===== src/rtl/game_pkg.sv =====
// game_pkg: shared game enums, debounce state encoding and default constants.
// Contents:
//   btn_state_t      - debounce FSM states (RELEASED, PRESS_CHK, PRESSED, RELEASE_CHK)
//   game_state_t     - top-level game FSM states
//   game_mode_t      - game mode selection
//   *_DEF constants  - default debounce / long-press cycle counts
//   cnt_width()      - counter width for a modulus, never narrower than one bit
package game_pkg;

    typedef enum logic [1:0] {
        RELEASED    = 2'b00,
        PRESS_CHK   = 2'b01,
        PRESSED     = 2'b10,
        RELEASE_CHK = 2'b11
    } btn_state_t;

    typedef enum logic [1:0] {
        GS_IDLE  = 2'b00,
        GS_PLAY  = 2'b01,
        GS_PAUSE = 2'b10,
        GS_OVER  = 2'b11
    } game_state_t;

    typedef enum logic {
        GM_SINGLE = 1'b0,
        GM_DUAL   = 1'b1
    } game_mode_t;

    localparam int DEBOUNCE_CYCLES_DEF   = 10000;
    localparam int LONG_PRESS_CYCLES_DEF = 2000000;

    function automatic int cnt_width(input int n);
        return (n > 1) ? $clog2(n) : 1;
    endfunction

endpackage


===== src/rtl/button_debounce_sync2.sv =====
// sync2: generic two-flop synchronizer for an asynchronous single-bit input.
// Ports:
//   clk - destination clock
//   rst - asynchronous active-high reset, clears both flops to 0
//   d   - asynchronous input
//   q   - synchronized output (second flop)
module sync2 (
    input  logic clk,
    input  logic rst,
    input  logic d,
    output logic q
);

    logic meta;

    always_ff @(posedge clk or posedge rst) begin
        if (rst)
            {q, meta} <= 2'b00;
        else
            {q, meta} <= {meta, d};
    end

endmodule


===== src/rtl/button_debounce.sv =====
// button_debounce: turns a raw push-button into one-cycle press/release pulses and a debounced level.
// Parameters:
//   DEBOUNCE_CYCLES   - consecutive stable synchronized samples needed to accept an edge (>= 2)
//   LONG_PRESS_CYCLES - cycles held in PRESSED before long_press fires
// Ports:
//   clk           - system clock
//   rst           - asynchronous active-high reset
//   btn_raw       - raw active-high button, asynchronous to clk
//   press_pulse   - one-cycle pulse per accepted press
//   release_pulse - one-cycle pulse per accepted release
//   btn_level     - debounced button level
//   long_press    - one-cycle pulse on a long hold
// Build option:
//   BUTTON_DEBOUNCE_LONG_PRESS_EN - when defined, builds the long-press detector;
//                                   otherwise long_press is constant 0.
module button_debounce
    import game_pkg::*;
#(
    parameter int DEBOUNCE_CYCLES   = DEBOUNCE_CYCLES_DEF,
    parameter int LONG_PRESS_CYCLES = LONG_PRESS_CYCLES_DEF
) (
    input  logic clk,
    input  logic rst,
    input  logic btn_raw,
    output logic press_pulse,
    output logic release_pulse,
    output logic btn_level,
    output logic long_press
);

    localparam int            CW       = cnt_width(DEBOUNCE_CYCLES);
    localparam logic [CW-1:0] CNT_LAST = CW'(DEBOUNCE_CYCLES - 1);

    btn_state_t    state;
    logic [CW-1:0] cnt;
    logic          btn_sync;

`ifdef BUTTON_DEBOUNCE_LONG_PRESS_EN
    localparam int            LW      = cnt_width(LONG_PRESS_CYCLES);
    localparam logic [LW-1:0] LP_LAST = LW'(LONG_PRESS_CYCLES - 1);

    logic [LW-1:0] lp_cnt;
    logic          long_fired;
`endif

    sync2 u_sync (
        .clk (clk),
        .rst (rst),
        .d   (btn_raw),
        .q   (btn_sync)
    );

    // cnt only advances in the check states and is cleared on every transition;
    // a check state always exits at CNT_LAST, so the counter cannot wrap.
    always_ff @(posedge clk or posedge rst) begin
        if (rst) begin
            state         <= RELEASED;
            cnt           <= '0;
            press_pulse   <= 1'b0;
            release_pulse <= 1'b0;
            btn_level     <= 1'b0;
`ifdef BUTTON_DEBOUNCE_LONG_PRESS_EN
            lp_cnt        <= '0;
            long_fired    <= 1'b0;
            long_press    <= 1'b0;
`endif
        end else begin
            press_pulse   <= 1'b0;
            release_pulse <= 1'b0;
`ifdef BUTTON_DEBOUNCE_LONG_PRESS_EN
            long_press    <= 1'b0;
`endif
            case (state)
                RELEASED: begin
                    if (btn_sync) begin
                        state <= PRESS_CHK;
                        cnt   <= '0;
                    end
                end
                PRESS_CHK: begin
                    if (!btn_sync) begin
                        state <= RELEASED;
                        cnt   <= '0;
                    end else if (cnt == CNT_LAST) begin
                        state       <= PRESSED;
                        cnt         <= '0;
                        press_pulse <= 1'b1;
                        btn_level   <= 1'b1;
                    end else begin
                        cnt <= cnt + 1'b1;
                    end
                end
                PRESSED: begin
                    if (!btn_sync) begin
                        state <= RELEASE_CHK;
                        cnt   <= '0;
                    end
`ifdef BUTTON_DEBOUNCE_LONG_PRESS_EN
                    // Saturate at LP_LAST; long_fired keeps the pulse to one per hold.
                    if (lp_cnt != LP_LAST)
                        lp_cnt <= lp_cnt + 1'b1;
                    else if (!long_fired) begin
                        long_press <= 1'b1;
                        long_fired <= 1'b1;
                    end
`endif
                end
                RELEASE_CHK: begin
                    if (btn_sync) begin
                        // Bounce back: the long-press count resumes rather than restarts.
                        state <= PRESSED;
                        cnt   <= '0;
                    end else if (cnt == CNT_LAST) begin
                        state         <= RELEASED;
                        cnt           <= '0;
                        release_pulse <= 1'b1;
                        btn_level     <= 1'b0;
`ifdef BUTTON_DEBOUNCE_LONG_PRESS_EN
                        lp_cnt        <= '0;
                        long_fired    <= 1'b0;
`endif
                    end else begin
                        cnt <= cnt + 1'b1;
                    end
                end
                default: begin
                    state <= RELEASED;
                    cnt   <= '0;
                end
            endcase
        end
    end

`ifndef BUTTON_DEBOUNCE_LONG_PRESS_EN
    // Always 0; referencing the parameter keeps it meaningful in both builds.
    assign long_press = (LONG_PRESS_CYCLES < 0);
`endif

endmodule


===== config.mk =====
export PLATFORM = sky130hd
export DESIGN_NAME = button_debounce
export DESIGN_NICKNAME = d
export VERILOG_FILES = /design/src/rtl/game_pkg.sv /design/src/rtl/button_debounce_sync2.sv /design/src/rtl/button_debounce.sv
export SDC_FILE = /design/constraint.sdc
export NUM_CORES = 1
export LEC_CHECK = 0
export BUFFER_PORTS_ARGS = -buffer_cell sky130_fd_sc_hd__buf_2
export CAP_MARGIN = 25
export CORE_MARGIN = 2
export CORE_UTILIZATION = 30
export CTS_CLUSTER_DIAMETER = 60
export DETAILED_ROUTE_END_ITERATION = 7
export PLACE_DENSITY_LB_ADDON = 0.05
export SLEW_MARGIN = 20
export SYNTH_ARGS = -nofsm -noshare
export SYNTH_HDL_FRONTEND = slang
export SYNTH_HIERARCHICAL = 1
export SYNTH_SLANG_ARGS = --single-unit

===== constraint.sdc =====
create_clock -name clk -period 3.3 [get_ports clk]
set_clock_uncertainty 0.2 [all_clocks]
set_input_delay 0.825 -clock clk [delete_from_list [all_inputs] [get_ports clk]]
set_output_delay 0.825 -clock clk [all_outputs]
set_load 0.005 [all_outputs]

==> results.md <==
- CTS Hold Bufs: 0
- Routability cong.: just under 0.8
- Gr ovfl total: 0
- Ys flop type: dfrtp_1
- Finish-stage setup viols: 0
- Power Total: 731.5 uW
- Peak supply drop: between 0.0002 and 0.00025 V
- Net Sw Power: between 200 and 300 uW
- Dpl cells: ~170
- Total number of vias: around 940
- Worst path cell trace: xor2_1 > and2_1 > nand2_1 > o211ai_1
- IO Pins: 7
- Number of remaining DRC errors: 0
- Core Util, Final: ~34%
- Nets: approximately 130
- Initial antenna violation count: 0
- Sequential share of power: a little under half
- ANT nets after route: 0
- Leakage: 0.5231 nW
- Period utilisation layout: 68.64%
- CTS max path bufs: 2
- Slowest-stage cell, CP: and2_1
- Syn Inst Count: roughly 120
- Root buffer cell: clkbuf_8
- Sequential area share after synthesis: between 40% and 50%
- RSZ-0062 raised after global routing: no
- Crit path launch type: flip-flop
- Core ar.: 3689 um2
- Synth Cell Area: about 1200 um2
- Number of distinct library cells after synthesis: 44
- Pin count of the biggest net entering global routing: 20
- Number of buffers created by CTS: 3
- DP HPWL: between 1500 and 2000 um
- GRT Util Overall: around an eighth
- Min-Delay Path Class: reg2reg
- Clock power share: between 20% and 30%
- Post-synthesis register bit count: 21
- Synthesis-to-finish area growth: 8.073%
- Clk slew on worst S/H paths: 80 ps
- Syn_nets: about 120
- Worst rel slew slack: 47.59%
- Hold Vio Cnt, Final: 0
- Wire per inst: roughly 15 um
- Peak Freq: 441.5 MHz
- Slew Limit Fails: 0
- # diodes: 0
- Std-Cell Rows: 22
- Ys async rst share: 100.0%
- Main area contributors after synthesis: dfrtp_1 45%, a31oi_1 5.9%, nand3_1 3.0%
- Fraction of power spent switching nets: between 30% and 40%
- Required @ worst endpoint: about 3300 ps
- Vias per cell: 5.524
- Post-synth EDFFs: 0
- CP Capture Type: flip-flop
- Clock latency on the worst-skew pair: ~260 ps
- Internal: 443.1 uW
- Final min period: about 2300 ps
- CP max FO: 17
- Count leader, synth: dfrtp_1
- Warnings, synthesis: 6
- Clk sinks: 21
- Ratio of cells with drive above 1 in the final layout: 13.11%
- Max Cap Viol: 0
- Vias in the first global route: around 910
- First-pass GRT wire length: 4367 um
- Top cells by count, synth: 21 x dfrtp_1, 11 x a31oi_1, 8 x nand2_1, 7 x nand3_1
- Fin cells: 170
- Hold slack final: 159.1 ps
- Yosys top cell area share: 45.21%
- Initial core utilization: approximately a third
- WP buf/inv: 0
- Delay of the slowest cell on the worst path: roughly 610 ps
- Power Dens Cells: about 580 nW/um2
- Gate power share: approximately 31%
- CP top delay family: simple AND/OR/NAND/NOR gates
- CTS tree: built
- IO Port Bufs: 5
- Post-Route WL: ~2600 um
- Resize count post-CTS: 0
- Drt first-iter violations: 48
- H-tree Lvls: 1
- Slew @ Worst Pin: 783.2 ps
- Setup CP Type: reg2reg
- Setup TNS: 0 ps
- Arrival time at the worst endpoint: between 2000 and 2500 ps
- Die W: approximately 66 um
- Die area: 4388 um2
- Post-CTS setup buffers: 0
- Mean Syn Cell Area: roughly 9.8 um2
- DR pass1 iterations: 4
- Die Ht: about 66 um
- Yosys top cell by area: dfrtp_1
- Status: finished, final reports clean
==> flip-flops by register name, indices dropped and copies added, names as in the netlist, named ones only <==
register and count:
cnt 14, btn_level 1, press_pulse 1, release_pulse 1, state 1, u_sync/meta 1
u_sync/q 1
==> kinds of logic after synthesis <==
kind of cell,synth area share [%]
xor+xnor,0.7536
compound gates,18.41
simple gates,26.48
other cells,0.3226
fa+ha+maj,1.076
buf+inv,5.811
mux,1.937
flops,45.21
==> stage by stage <==
| stage | setup slack [ps] | cell area, um2 |
|---|---|---|
| global placement | 1107 | 1210 |
| finish | 1035 | 1256 |
| global route | 821.3 | 1256 |
| detailed placement | 1066 | 1210 |
| floorplan | 1196 | 1162 |
| CTS | 1058 | 1256 |
==> layer usage <==
layer / up-vias / global-route usage, % / share of wire, %
met4: 0 / 7.653 / 2.7
met3: 7 / 2.044 / 1.9
li1: 450 / - / -
met5: - / 0 / 0
met1: 472 / 17.57 / 50
met2: 10 / 20.13 / 45
==> cell type report <==
cell class                      instances  area (um2)
Tap cell                               48       60.06
Clock inverter                          1       5.005
Fill cell                             412        2432
Clock buffer                            3       41.29
Inverter                                6       22.52
Multi-Input combinational cell         85       569.3
Sequential cell                        21       525.5
Timing Repair Buffer                    6       32.53
==> cell usage in the layout (no fill, tap or decap), types with 2 or more instances in the layout <==
cell / n
buf_2: 5
nand3b_1: 4
o21ai_0: 4
clkbuf_8: 3
o211ai_1: 2
dfrtp_1: 21
nor4_1: 2
inv_1: 6
nand2_1: 8
a31oi_1: 11
and4b_1: 2
a21oi_1: 3
nand4_1: 2
and3_1: 2
nor3_1: 6
nand3_1: 7
nor2_1: 5
a22o_1: 3
==> power groups by stage <==
stage	combinational [mW]	clock (mW)	sequential, mW
floorplan	0.189	0	0.323
global placement	0.219	0	0.339
detailed placement	0.224	0	0.339
CTS	0.224	0.179	0.334
global route	0.251	0.193	0.343
finish	0.223	0.172	0.336
==> final timing paths <==
| check | from | end | slack, ps | cells after the start |
|---|---|---|---|---|
| min in group asynchronous | rst | u_sync/meta$_DFF_PP0_ | 200 | 2 |
| worst max register to register | u_sync/q$_DFF_PP0_ | cnt[13]$_DFFE_PP0P_ | 1040 | 4 |
| worst min-delay path | u_sync/meta$_DFF_PP0_ | u_sync/q$_DFF_PP0_ | 160 | 0 |
| worst min register to register | u_sync/meta$_DFF_PP0_ | u_sync/q$_DFF_PP0_ | 160 | 0 |
| worst max-delay path | u_sync/q$_DFF_PP0_ | cnt[13]$_DFFE_PP0P_ | 1040 | 4 |
| max in group asynchronous | rst | cnt[7]$_DFFE_PP0P_ | 1950 | 2 |
No activity file was read; power rests on OpenSTA's default activity.
